## src/rtl/serial_add_sequencer.sv

```systemverilog
// Bit-serial adder: one shared full-adder cell is stepped LSB-first, one bit per clock,
// with operands and result moved over valid/ready handshakes.

module half_adder (
   input  logic a,
   input  logic b,
   output logic s,
   output logic c
);
   assign s = a ^ b;
   assign c = a & b;
endmodule

module full_adder_using_half_adder (
   input  logic a,
   input  logic b,
   input  logic cin,
   output logic s,
   output logic cout
);
   logic s1;
   logic c1;
   logic c2;

   half_adder u_ha0 (.a(a),  .b(b),   .s(s1), .c(c1));
   half_adder u_ha1 (.a(s1), .b(cin), .s(s),  .c(c2));

   assign cout = c1 | c2;
endmodule

module serial_add_sequencer #(
   parameter int WIDTH = 8
) (
   input  logic             clk,
   input  logic             rst,
   input  logic             in_valid,
   output logic             in_ready,
   input  logic [WIDTH-1:0] A,
   input  logic [WIDTH-1:0] B,
   input  logic             Cin,
   output logic             out_valid,
   input  logic             out_ready,
   output logic [WIDTH-1:0] Sum,
   output logic             Cout,
   output logic             Ovf,
   output logic             busy
);
   localparam int CW = $clog2(WIDTH + 1);
   localparam logic [CW-1:0] LAST = CW'(WIDTH - 1);

   localparam logic [1:0] IDLE = 2'd0;
   localparam logic [1:0] RUN  = 2'd1;
   localparam logic [1:0] DONE = 2'd2;

   logic [1:0]       state;
   logic [WIDTH-1:0] a_sh;
   logic [WIDTH-1:0] b_sh;
   logic             carry;
   logic [CW-1:0]    cnt;
   logic [WIDTH-1:0] sum_r;
   logic             cout_r;
   logic             ovf_r;
   logic             cell_s;
   logic             cell_c;
   logic [WIDTH-1:0] sum_shift;

   full_adder_using_half_adder u_cell (
      .a   (a_sh[0]),
      .b   (b_sh[0]),
      .cin (carry),
      .s   (cell_s),
      .cout(cell_c)
   );

   // Sum bits enter at the MSB so that after WIDTH steps bit 0 has reached position 0.
   generate
      if (WIDTH == 1) begin : g_sum_one
         assign sum_shift = cell_s;
      end else begin : g_sum_many
         assign sum_shift = {cell_s, sum_r[WIDTH-1:1]};
      end
   endgenerate

   always_ff @(posedge clk) begin
      if (rst) begin
         state  <= IDLE;
         a_sh   <= '0;
         b_sh   <= '0;
         carry  <= 1'b0;
         cnt    <= '0;
         sum_r  <= '0;
         cout_r <= 1'b0;
         ovf_r  <= 1'b0;
      end else begin
         case (state)
            IDLE: begin
               if (in_valid) begin
                  a_sh   <= A;
                  b_sh   <= B;
                  carry  <= Cin;
                  cnt    <= '0;
                  sum_r  <= '0;
                  cout_r <= 1'b0;
                  ovf_r  <= 1'b0;
                  state  <= RUN;
               end
            end
            RUN: begin
               a_sh  <= a_sh >> 1;
               b_sh  <= b_sh >> 1;
               sum_r <= sum_shift;
               carry <= cell_c;
               cnt   <= cnt + CW'(1);
               // On the MSB step the carry flop still holds the carry into the MSB.
               if (cnt == LAST) begin
                  cout_r <= cell_c;
                  ovf_r  <= carry ^ cell_c;
                  state  <= DONE;
               end
            end
            DONE: begin
               if (out_ready) begin
                  state <= IDLE;
               end
            end
            default: state <= IDLE;
         endcase
      end
   end

   assign in_ready  = (state == IDLE);
   assign out_valid = (state == DONE);
   assign busy      = (state != IDLE);
   assign Sum       = sum_r;
   assign Cout      = cout_r;
   assign Ovf       = ovf_r;
endmodule

```

## config.mk

```make
export PLATFORM = sky130hd
export DESIGN_NAME = serial_add_sequencer
export DESIGN_NICKNAME = d
export VERILOG_FILES = /design/src/rtl/serial_add_sequencer.sv
export SDC_FILE = /design/constraint.sdc
export NUM_CORES = 1
export LEC_CHECK = 0
export CAP_MARGIN = 25
export CORE_MARGIN = 2
export CORE_UTILIZATION = 62
export CTS_BUF_LIST = sky130_fd_sc_hd__clkbuf_8
export DETAILED_ROUTE_END_ITERATION = 8
export DONT_BUFFER_PORTS = 1
export PLACE_DENSITY = 0.79
export SYNTH_ARGS = -nofsm -noshare
export SYNTH_HDL_FRONTEND = slang
export SYNTH_SLANG_ARGS = --single-unit
```

## constraint.sdc

```tcl
create_clock -name clk -period 1.75 [get_ports clk]
set_input_delay 0.35 -clock clk [delete_from_list [all_inputs] [get_ports clk]]
set_output_delay 0.35 -clock clk [all_outputs]
set_load 0.02 [all_outputs]
```

# After elaboration in Yosys (flattened, before gate mapping)
# Cells that the tools add are included.
totals:
  reg_bits: 33
  in_bits: 21
  word_cells: 46
classes:
  add_sub_neg: 1
  eq_ne: 6
  mux: 19
  bitwise: 6
  n_reduce_logical: 6
op_table:
  columns: ["cell", "n"]
  rows:
  - ["one-hot mux 8 bit (2 select lines)", 3]
  - ["2-to-1 mux 8 bit", 3]
  - ["one-hot mux 4 bit (2 select lines)", 1]
  - ["2-to-1 mux 2 bit", 3]
  - ["one-hot mux 1 bit (2 select lines)", 3]
  - ["one-hot mux 2 bit (3 select lines)", 1]
  - ["AND reduction 3 bit", 2]
  - ["adder 4 x 1 -> 4 bit (second input constant)", 1]
  - ["== test 4 x 3 -> 1 bit (second input constant)", 1]
  - ["2-to-1 mux 1 bit", 4]
  - ["2-to-1 mux 4 bit", 1]
  - ["!= test 2 bit (second input constant)", 2]
  - ["nonzero test 2 bit", 2]
  - ["XOR 1 bit", 3]
  - ["bitwise AND 1 bit", 2]
  - ["== test 2 x 1 -> 1 bit (second input constant)", 1]
  - ["== test 2 bit (second input constant)", 1]
  - ["logical NOT 2 bit", 1]
  - ["!= test 2 x 1 -> 1 bit (second input constant)", 1]
  - ["AND reduction 2 bit", 1]
  - ["bitwise OR 1 bit", 1]

# Depth between registers and ports, before layout
# Gate-level depths: netlist of the first run.
depth:
  ltp_word: 6
  ltp_mapped: 6

# Cells and area by module
# A second synthesis of the first run with hierarchy kept.
unflattened:
  cells_unflattened: 167
  hier_area_um2: 1498.9
by_module_without_submodules:
  columns: ["mod", "instances", "cells_each", "area_per_inst_um2", "seq_area_each_um2"]
  rows:
  - ["serial_add_sequencer", 1, 164, 1467.7, 660.6]
  - ["half_adder", 2, 1, 12.5, 0.0]
  - ["full_adder_using_half_adder", 1, 1, 6.3, 0.0]

# Worst setup path after synthesis of the first run
# OpenSTA, ideal clock, no wires.
synth_path:
  path_kind: "register to output"
  startpoint: "register state[0]"
  endpoint: "output busy"
  arrival_time_ns: 1.007
  required_time_ns: 1.400
  slack_ns: 0.393
  path_stages_with_launch: 4
  path_buffers: 1
  path_cell_list: "dfxtp_1 -> buf_6 -> nor2_1 -> inv_1"
synth_via:
  elab_chain_len: 1
synth_rtl:
  columns: ["element", "line", "text"]
  rows:
  - ["start, declared", "55", "logic [1:0] state;"]
  - ["start signal, assigned", "86", "state <= IDLE;"]
  - ["start signal, assigned", "105", "state <= RUN;"]
  - ["start signal, assigned", "118", "state <= DONE;"]
  - ["nonzero test 2 bit", "133", "assign busy = (state != IDLE);"]
  - ["end, declared", "46", "output logic busy"]
# Every way passes these cells.

# Final worst setup path of the first run
# Same ends and word-level chain as after synthesis.

==> summary.txt, run 1 <==
Floorplan
  • Initial Util: 66.85%
  • I/O Pins: 34
  • Die area: 2866 um2
  • Core area: 2276 um2
  • Die boundary width: 53.54 um
  • Die height: 53.54 um
  • Number of placement rows: 17

Run status
  • Status: complete, no violations

Yosys
  • Sequential cell area fraction in the yosys report: 43.42%
  • Yosys warnings: 0
  • Synth Cell Area: 1521 um2
  • Yosys cell types: 32
  • Synth Net Count: 183
  • Synth Register Bits: 33
  • Syn Area/Cell: 9.509 um2
  • Mapped Cells: 160

Global route
  • Initial antenna violation count: 0
  • Vias in the first global route: 1081
  • Total congestion overflow: 0
  • Gr usage total: 22.88%
  • First-pass GRT wire length: 4.498 mm
  • Largest net degree at the start of global routing: 34

Setup path
  • Cells along the critical path: nor2_2 > inv_1
  • CP arrival: 1210 ps
  • Critical Path Sink Type: output pin
  • Critical Path RT: 1400 ps
  • Slowest stage cell, crit path: dfxtp_1
  • Critical Path Max Stage Delay: 420 ps
  • Crit-path max FO: 10
  • Setup crit start: state[0]
  • Type of the worst setup path: register to output pin
  • FF-to-FF Start: state[0]
  • Worst path bufs/invs: 1
  • Family with the most delay on the worst path: flip-flops
  • Crit path launch type: register

Min path
  • HP Class: input pin to register
  • Worst Min Path Start: rst

STA
  • Fin. max-slew vios: 0
  • Relative slew slack: 74.59%
  • Fin. Hold Viols: 0
  • Post-Route Skew: 6.579 ps
  • Final hold slack: 124.1 ps
  • Post-route setup slack: 189.7 ps
  • Fmax: 640.9 MHz
  • Worst slew pin tran: 380.7 ps
  • RSZ-0062 raised after global routing: false
  • Tcrit/Tclk final: 89.16%
  • Final Setup Violations: 0
  • Setup TNS: 0 ps
  • Final Critical Period: 1560 ps

Cells and area
  • Most frequent cells in the layout: dfxtp_1 (33), nor2_1 (28), nand2_1 (17)
  • Antenna cell count: 0
  • Fillers: 169
  • Most common cell after layout, fill and taps aside: dfxtp_1
  • Layout cells sized above 1: 20.25%
  • Post-Route Utilization: 70.04%
  • Synthesis-to-finish area growth: 4.770%
  • Final net count: 180

Placement
  • Hpwl dp: 2.013 mm
  • PortBufs: 0
  • Setup WS pre-CTS: 316.5 ps
  • Gpl congestion: 0.7422

Clocking
  • CTS Buf Count: 5
  • Clock Root Buffer: clkbuf_8
  • TritonCTS clock tree: built
  • CTS Buffer Depth: 2
  • Clk slew on worst S/H paths: 60 ps
  • H-tree level count: 2
  • Skew-Pair Late Insertion Delay: 280 ps
  • Setup bufs post-CTS: 0
  • TritonCTS Sinks: 33

Route
  • Via count: 1137
  • Via density: 6.113
  • WL/cell: 16.06 um
  • Antenna-violating nets left: 0
  • Drt total wl: 2.987 mm
  • # DRC: 0
  • Initial DRC count: 22
  • First drt pass iteration count: 5

Pwr
  • PD cells: 1031 nW/um2
  • Max IR drop VDD: 0.7520 mV
  • Power consumption: 1643 uW
  • Static leakage: 0.0005992 uW

Flow run
  • Max-cap violations: 0
## sequential cells by signal, indices dropped and copies added, names as in the netlist
register	count
Cout	1
Ovf	1
Sum	8
a_sh	8
b_sh	8
carry	1
cnt	4
state	2
## worst paths after layout
path / endpoint / slack (ps) / cells after the start
worst min-delay path: cnt[0] / 120 / 1
worst max register to register: a_sh[0] / 360 / 4
worst max-delay path: busy / 190 / 2
worst min register to register: a_sh[3] / 500 / 2
## kinds of logic (layout without fill, tap and decap cells)
kind of cell	count (synthesis)	in the layout	share of synthesized area, %
buffers and inverters	17	15	8.717
AO/OA/AOI/OAI	50	50	28.62
XOR/XNOR	1	1	0.5758
adder cells (fa/ha/maj)	2	2	2.138
flip-flops	33	33	43.42
AND/OR/NAND/NOR	57	57	16.53
## timing repair
item                                    CTS  global route
endpoints found under the setup margin    0             1
hold buffers                              0             0
resized for setup                         0             1
endpoints found under the hold margin     0             0
## cell usage after synthesis (all sizes together)
cell type	n	area [um2]
a211oi	16	165.2
a21oi	14	96.34
a22oi	9	67.56
a311oi	1	15.01
a31oi	2	12.51
a32oi	2	17.52
and2b	1	7.510
and3b	1	8.760
buf	11	110.1
clkbuf	3	11.26
dfxtp	33	660.6
fa	1	20.02
ha	1	12.51
inv	3	11.26
nand2	18	75.07
nand2b	2	12.51
nand3	2	10.01
nand3b	3	22.52
nor2	29	108.9
o21ba	1	10.01
o21bai	1	18.77
o22ai	1	6.260
o2bb2ai	2	17.52
o41ai	1	8.760
or3	1	6.260
xnor2	1	8.760
## cell type report
class	count	area [um2]	area share (%)
sequential	33	660.6	41.44
tap	28	35.03	2.198
timing repair buffer	4	55.05	3.454
multi-input combinational	110	730.7	45.84
inverter	3	11.26	0.7064
clock inverter	1	5.005	0.3140
clock buffer	7	96.34	6.044
## report_power, final
| group | total (uW) | internal, uW | switching [uW] |
|---|---|---|---|
| logic | 189 | 80.3 | 108 |
| clock network | 627 | 355 | 272 |
| registers | 828 | 792 | 36.4 |
| total | 1640 | 1230 | 416 |
## metal layers
metal / vias to the layer above / global-route usage [%] / part of all wire, %
met5: - / 0 / 0
met4: 0 / 11.54 / 0.44
met3: 2 / 11.11 / 7.0
met2: 39 / 38.07 / 51
met1: 536 / 23.95 / 42
li1: 560 / - / -
## through the flow
stage,instance area [um2],cells
final,1594,186
after global routing,1594,186
after CTS,1592,186
after detailed placement,1490,178
after global placement,1490,178
after floorplan,1521,160
(Power assumes the default switching activity.)
==> run 2: changes to the inputs <==
--- a/config.mk
+++ b/config.mk
@@ -6,7 +6,7 @@
 export NUM_CORES = 1
 export LEC_CHECK = 0
 export CAP_MARGIN = 25
-export CORE_MARGIN = 2
+export CORE_MARGIN = 1
 export CORE_UTILIZATION = 62
 export CTS_BUF_LIST = sky130_fd_sc_hd__clkbuf_8
 export DETAILED_ROUTE_END_ITERATION = 8
==> summary.txt, run 2 (synthesis gave the netlist of run 1 again) <==
Setup path
  • Critical Path Sink Type: output pin (unchanged)
  • FF-to-FF Start: state[0] (unchanged)
  • Crit path launch type: register (unchanged)
  • Setup crit start: state[0] (unchanged)
  • Type of the worst setup path: register to output pin (unchanged)
  • Crit-path max FO: 10 (unchanged)
  • CP arrival: 1220 ps (was 1210 ps)
  • Critical Path RT: 1400 ps (about the same)

Global route
  • Largest net degree at the start of global routing: 34 (unchanged)
  • Vias in the first global route: 1010 (was 1081)
  • First-pass GRT wire length: 4.698 mm (was 4.498 mm)
  • Initial antenna violation count: 0 (unchanged)
  • Gr usage total: 24.61% (was 22.88%)
  • Total congestion overflow: 0 (unchanged)

Floorplan
  • Die area: 2656 um2 (was 2866 um2)
  • Number of placement rows: 17 (unchanged)
  • Die height: 51.54 um (was 53.54 um)
  • Initial Util: 67.48% (was 66.85%)
  • Core area: 2255 um2 (was 2276 um2)
  • I/O Pins: 34 (unchanged)
  • Die boundary width: 51.54 um (was 53.54 um)

Route
  • WL/cell: 14.61 um (was 16.06 um)
  • Initial DRC count: 32 (was 22)
  • # DRC: 0 (unchanged)
  • Via count: 1114 (was 1137)
  • Via density: 5.989 (was 6.113)
  • First drt pass iteration count: 4 (was 5)
  • Antenna-violating nets left: 0 (unchanged)
  • Drt total wl: 2.718 mm (was 2.987 mm)

Clocking
  • Clock Root Buffer: clkbuf_8 (unchanged)
  • H-tree level count: 2 (unchanged)
  • Skew-Pair Late Insertion Delay: 280 ps (about the same)
  • CTS Buffer Depth: 2 (unchanged)
  • CTS Buf Count: 5 (unchanged)
  • Clk slew on worst S/H paths: 70 ps (was 60 ps)
  • TritonCTS Sinks: 33 (unchanged)
  • TritonCTS clock tree: built (unchanged)

Run status
  • Status: complete, no violations (unchanged)

Pwr
  • Net Switching: 403.8 uW (was 416.2 uW)
  • Static leakage: 0.0005992 uW (unchanged)
  • PD cells: 1023 nW/um2 (was 1031 nW/um2)
  • Combinational Power Share: 11.4% (was 11.5%)
  • Sw Ratio: 24.76% (was 25.32%)
  • Clock Power Share: 37.9% (was 38.1%)
  • Internal power: 1227 uW (about the same)
  • Max IR drop VDD: 0.8480 mV (was 0.7520 mV)
  • Sequential Power Share: 50.8% (was 50.4%)
  • Power consumption: 1631 uW (was 1643 uW)

Cells and area
  • Layout cells sized above 1: 20.25% (unchanged)
  • Most common cell after layout, fill and taps aside: dfxtp_1 (unchanged)
  • Antenna cell count: 0 (unchanged)
  • Synthesis-to-finish area growth: 4.770% (unchanged)
  • Post-Route Utilization: 70.70% (was 70.04%)
  • Final net count: 180 (unchanged)
  • Most frequent cells in the layout: dfxtp_1 (33), nor2_1 (28), nand2_1 (17) (unchanged)
  • Fillers: 183 (was 169)

STA
  • Fin. max-slew vios: 0 (unchanged)
  • Post-route setup slack: 179.1 ps (was 189.7 ps)
  • Setup TNS: 0 ps (unchanged)
  • Tcrit/Tclk final: 89.76% (was 89.16%)
  • Final Setup Violations: 0 (unchanged)
  • Fmax: 636.6 MHz (was 640.9 MHz)
  • Fin. Hold Viols: 0 (unchanged)
  • RSZ-0062 raised after global routing: false (unchanged)
  • Final Critical Period: 1571 ps (was 1560 ps)
  • Relative slew slack: 74.99% (was 74.59%)
  • Worst slew pin tran: 373.8 ps (was 380.7 ps)
  • Post-Route Skew: 4.382 ps (was 6.579 ps)

Placement
  • Gpl congestion: 0.7372 (was 0.7422)
  • Hpwl dp: 1.818 mm (was 2.013 mm)
  • Setup WS pre-CTS: 308.9 ps (was 316.5 ps)
  • PortBufs: 0 (unchanged)

Flow run
  • Max-cap violations: 0 (unchanged)

Min path
  • Worst Min Path Start: rst (unchanged)
  • HP Class: input pin to register (unchanged)
[run 2: cell counts in the layout (fill, tap and decap cells not counted)]
No cell type changed its count.
[run 2: repair_timing]
action / in CTS / in global routing
hold buffers: 0 / 0
buffers inserted: 0 / 0
endpoints found under the hold margin: 0 / 0
gates resized for setup: 1 / 0
endpoints found under the setup margin: 1 / 0
[run 2: worst paths after layout]
path                  end  depth (start not counted)  slack, ps
setup / recovery     busy                          2        180
hold / removal      carry                          1        130
setup reg to reg  a_sh[3]                          4        390
hold reg to reg   a_sh[2]                          2        490
[run 2: stage by stage]
| stage | area [um2] | instances | hold slack [ps] |
|---|---|---|---|
| after global routing | 1594 | 186 | 109.0 |
| after detailed placement | 1490 | 178 | 419.4 |
| after CTS | 1594 | 186 | 117.4 |
| final | 1594 | 186 | 125.3 |
| after floorplan | 1521 | 160 | 452.3 |
| after global placement | 1490 | 178 | 418.5 |
[run 2: area by class of cell]
class | count | area [um2] | share of cell area (%)
clock buffer | 7 | 96.34 | 6.044
clock inverter | 1 | 5.005 | 0.3140
tap | 28 | 35.03 | 2.198
sequential | 33 | 660.6 | 41.44
timing repair buffer | 4 | 55.05 | 3.454
multi-input combinational | 110 | 730.7 | 45.84
inverter | 3 | 11.26 | 0.7064
[run 2: critical path, cell delays in order, from the launching register on]
cell and delay (ps):
dfxtp_1 420, nor2_2 330, inv_1 190
[run 2: power groups by stage]
stage / registers [uW] / logic (uW) / clock network, uW
3_3_place_gp: 842 / 182 / 0
4_1_cts: 828 / 187 / 633
3_5_place_dp: 844 / 186 / 0
2_1_floorplan: 834 / 189 / 0
5_1_grt: 834 / 206 / 672
6_report: 828 / 185 / 618
[run 2: layer usage]
metal  part of all wire, %  GRT usage [%]  vias to the layer above
met3                   7.9          11.11                        2
met1                    44          32.22                      515
li1                      -              -                      558
met5                     0              0                        -
met4                  0.63          8.108                        0
met2                    47          35.93                       39
==> run 3: changes to the inputs <==
--- a/config.mk
+++ b/config.mk
@@ -11,6 +11,7 @@
 export CTS_BUF_LIST = sky130_fd_sc_hd__clkbuf_8
 export DETAILED_ROUTE_END_ITERATION = 8
 export DONT_BUFFER_PORTS = 1
+export GPL_TIMING_DRIVEN = 0
 export PLACE_DENSITY = 0.79
 export SYNTH_ARGS = -nofsm -noshare
 export SYNTH_HDL_FRONTEND = slang
==> summary.txt, run 3 (synthesis gave the netlist of run 1 again) <==
Clocking
  • Hold_buf cts: 0 (unchanged)
  • Setup bufs post-CTS: 0 (unchanged)
  • TritonCTS clock tree: built (unchanged)
  • TritonCTS Sinks: 33 (unchanged)
  • Clk slew on worst S/H paths: 70 ps (about the same)
  • Clock Root Buffer: clkbuf_8 (unchanged)
  • CTS Buffer Depth: 2 (unchanged)
  • CTS Buf Count: 5 (unchanged)
  • Skew-Pair Late Insertion Delay: 290 ps (was 280 ps)
  • H-tree level count: 2 (unchanged)

Pwr
  • Power consumption: 1594 uW (was 1631 uW)
  • PD cells: 971.2 nW/um2 (was 1023 nW/um2)
  • Static leakage: 0.0006301 uW (was 0.0005992 uW)
  • Max IR drop VDD: 0.6887 mV (was 0.8480 mV)

Global route
  • First-pass GRT wire length: 5.050 mm (was 4.698 mm)
  • Initial antenna violation count: 0 (unchanged)
  • Total congestion overflow: 0 (unchanged)
  • Largest net degree at the start of global routing: 11 (was 34)
  • Vias in the first global route: 1127 (was 1010)
  • Gr usage total: 27.06% (was 24.61%)

Floorplan
  • Number of placement rows: 17 (unchanged)
  • I/O Pins: 34 (unchanged)
  • Die height: 51.54 um (unchanged)
  • Core area: 2255 um2 (unchanged)
  • Die area: 2656 um2 (unchanged)
  • Die boundary width: 51.54 um (unchanged)
  • Initial Util: 67.48% (unchanged)

Cells and area
  • Layout cells sized above 1: 22.02% (was 20.25%)
  • Synthesis-to-finish area growth: 7.894% (was 4.770%)
  • Final net count: 190 (was 180)
  • Antenna cell count: 0 (unchanged)
  • Cell area after layout: 1642 um2 (was 1594 um2)
  • Post-Route Utilization: 72.81% (was 70.70%)
  • Most frequent cells in the layout: dfxtp_1 (33), nor2_1 (28), nand2_1 (17) (unchanged)
  • Most common cell after layout, fill and taps aside: dfxtp_1 (unchanged)

Placement
  • Gpl congestion: 0.7001 (was 0.7372)
  • PortBufs: 0 (unchanged)
  • Dpl cell area: 1556 um2 (was 1490 um2)
  • Setup WS pre-CTS: 325.7 ps (was 308.9 ps)
  • Hpwl dp: 2.241 mm (was 1.818 mm)

STA
  • RSZ-0062 raised after global routing: false (unchanged)
  • Worst slew pin tran: 572.9 ps (was 373.8 ps)
  • Tcrit/Tclk final: 88.79% (was 89.76%)
  • Setup TNS: 0 ps (unchanged)
  • Fmax: 643.6 MHz (was 636.6 MHz)
  • Fin. Hold Viols: 0 (unchanged)
  • Post-route setup slack: 196.1 ps (was 179.1 ps)
  • Final Setup Violations: 0 (unchanged)
  • Final Critical Period: 1554 ps (was 1571 ps)
  • Post-Route Skew: 7.168 ps (was 4.382 ps)
  • Relative slew slack: 61.81% (was 74.99%)
  • Fin. max-slew vios: 0 (unchanged)

Route
  • Antenna-violating nets left: 0 (unchanged)
  • Initial DRC count: 23 (was 32)
  • # DRC: 0 (unchanged)
  • Via density: 5.980 (was 5.989)
  • First drt pass iteration count: 4 (unchanged)
  • Via count: 1172 (was 1114)
  • WL/cell: 15.69 um (was 14.61 um)
  • Drt total wl: 3.076 mm (was 2.718 mm)

Flow run
  • Max-cap violations: 0 (unchanged)

Setup path
  • Critical Path Sink Type: output pin (unchanged)
  • Crit-path max FO: 10 (unchanged)
  • Critical Path RT: 1400 ps (about the same)
  • CP arrival: 1200 ps (was 1220 ps)
  • Crit path launch type: register (unchanged)
  • Type of the worst setup path: register to output pin (unchanged)

Min path
  • HP Class: input pin to register (unchanged)

Run status
  • Status: complete, no violations (unchanged)
==> run 3: layout make-up <==
cell class	instances	area, um2
plain buffers	14	121.4
clock inverters	3	13.76
well taps	28	35.03
inverters	3	11.26
flip-flops and latches	33	660.6
fillers	188	613.1
clock buffers	5	68.82
multi-input cells	110	730.7
==> run 3: path summary, 6_finish.rpt <==
| path | slack (ps) | cells after the start | endpoint | start |
|---|---|---|---|---|
| worst min register to register | 510 | 2 | b_sh[6] | b_sh[6] |
| worst min-delay path | 160 | 1 | state[1] | out_ready |
| worst max-delay path | 200 | 3 | busy | state[0] |
| worst max register to register | 450 | 5 | cnt[3] | state[0] |
==> run 3: metal layers <==
| layer | vias up | share of wire [%] | global-route usage (%) |
|---|---|---|---|
| li1 | 577 | - | - |
| met1 | 558 | 45 | 33.02 |
| met2 | 31 | 47 | 41.99 |
| met3 | 6 | 6.2 | 10.53 |
| met4 | 0 | 2.0 | 12.16 |
| met5 | - | 0 | 0 |
==> run 3: through the flow <==
| stage | cells | hold slack, ps |
|---|---|---|
| floorplan | 160 | 452.3 |
| global placement | 188 | 461.7 |
| detailed placement | 188 | 462.2 |
| CTS | 196 | 158.5 |
| global route | 196 | 152.3 |
| finish | 196 | 159.5 |
==> run 3: report_power, final <==
part	internal [uW]	switching [uW]	total [uW]
Combinational	94.5	130	225
Clock	269	275	545
Sequential	792	33.1	825
Total	1160	439	1590
==> run 3: critical path, stage by stage, from the launching register on <==
cell     delay, ps
dfxtp_1        310
buf_6          130
nor2_2         280
inv_1          190
==> run 3: what timing repair did <==
action | in CTS | in global routing
resized for setup | 0 | 1
setup endpoints to repair | 0 | 1
endpoints found under the hold margin | 0 | 0
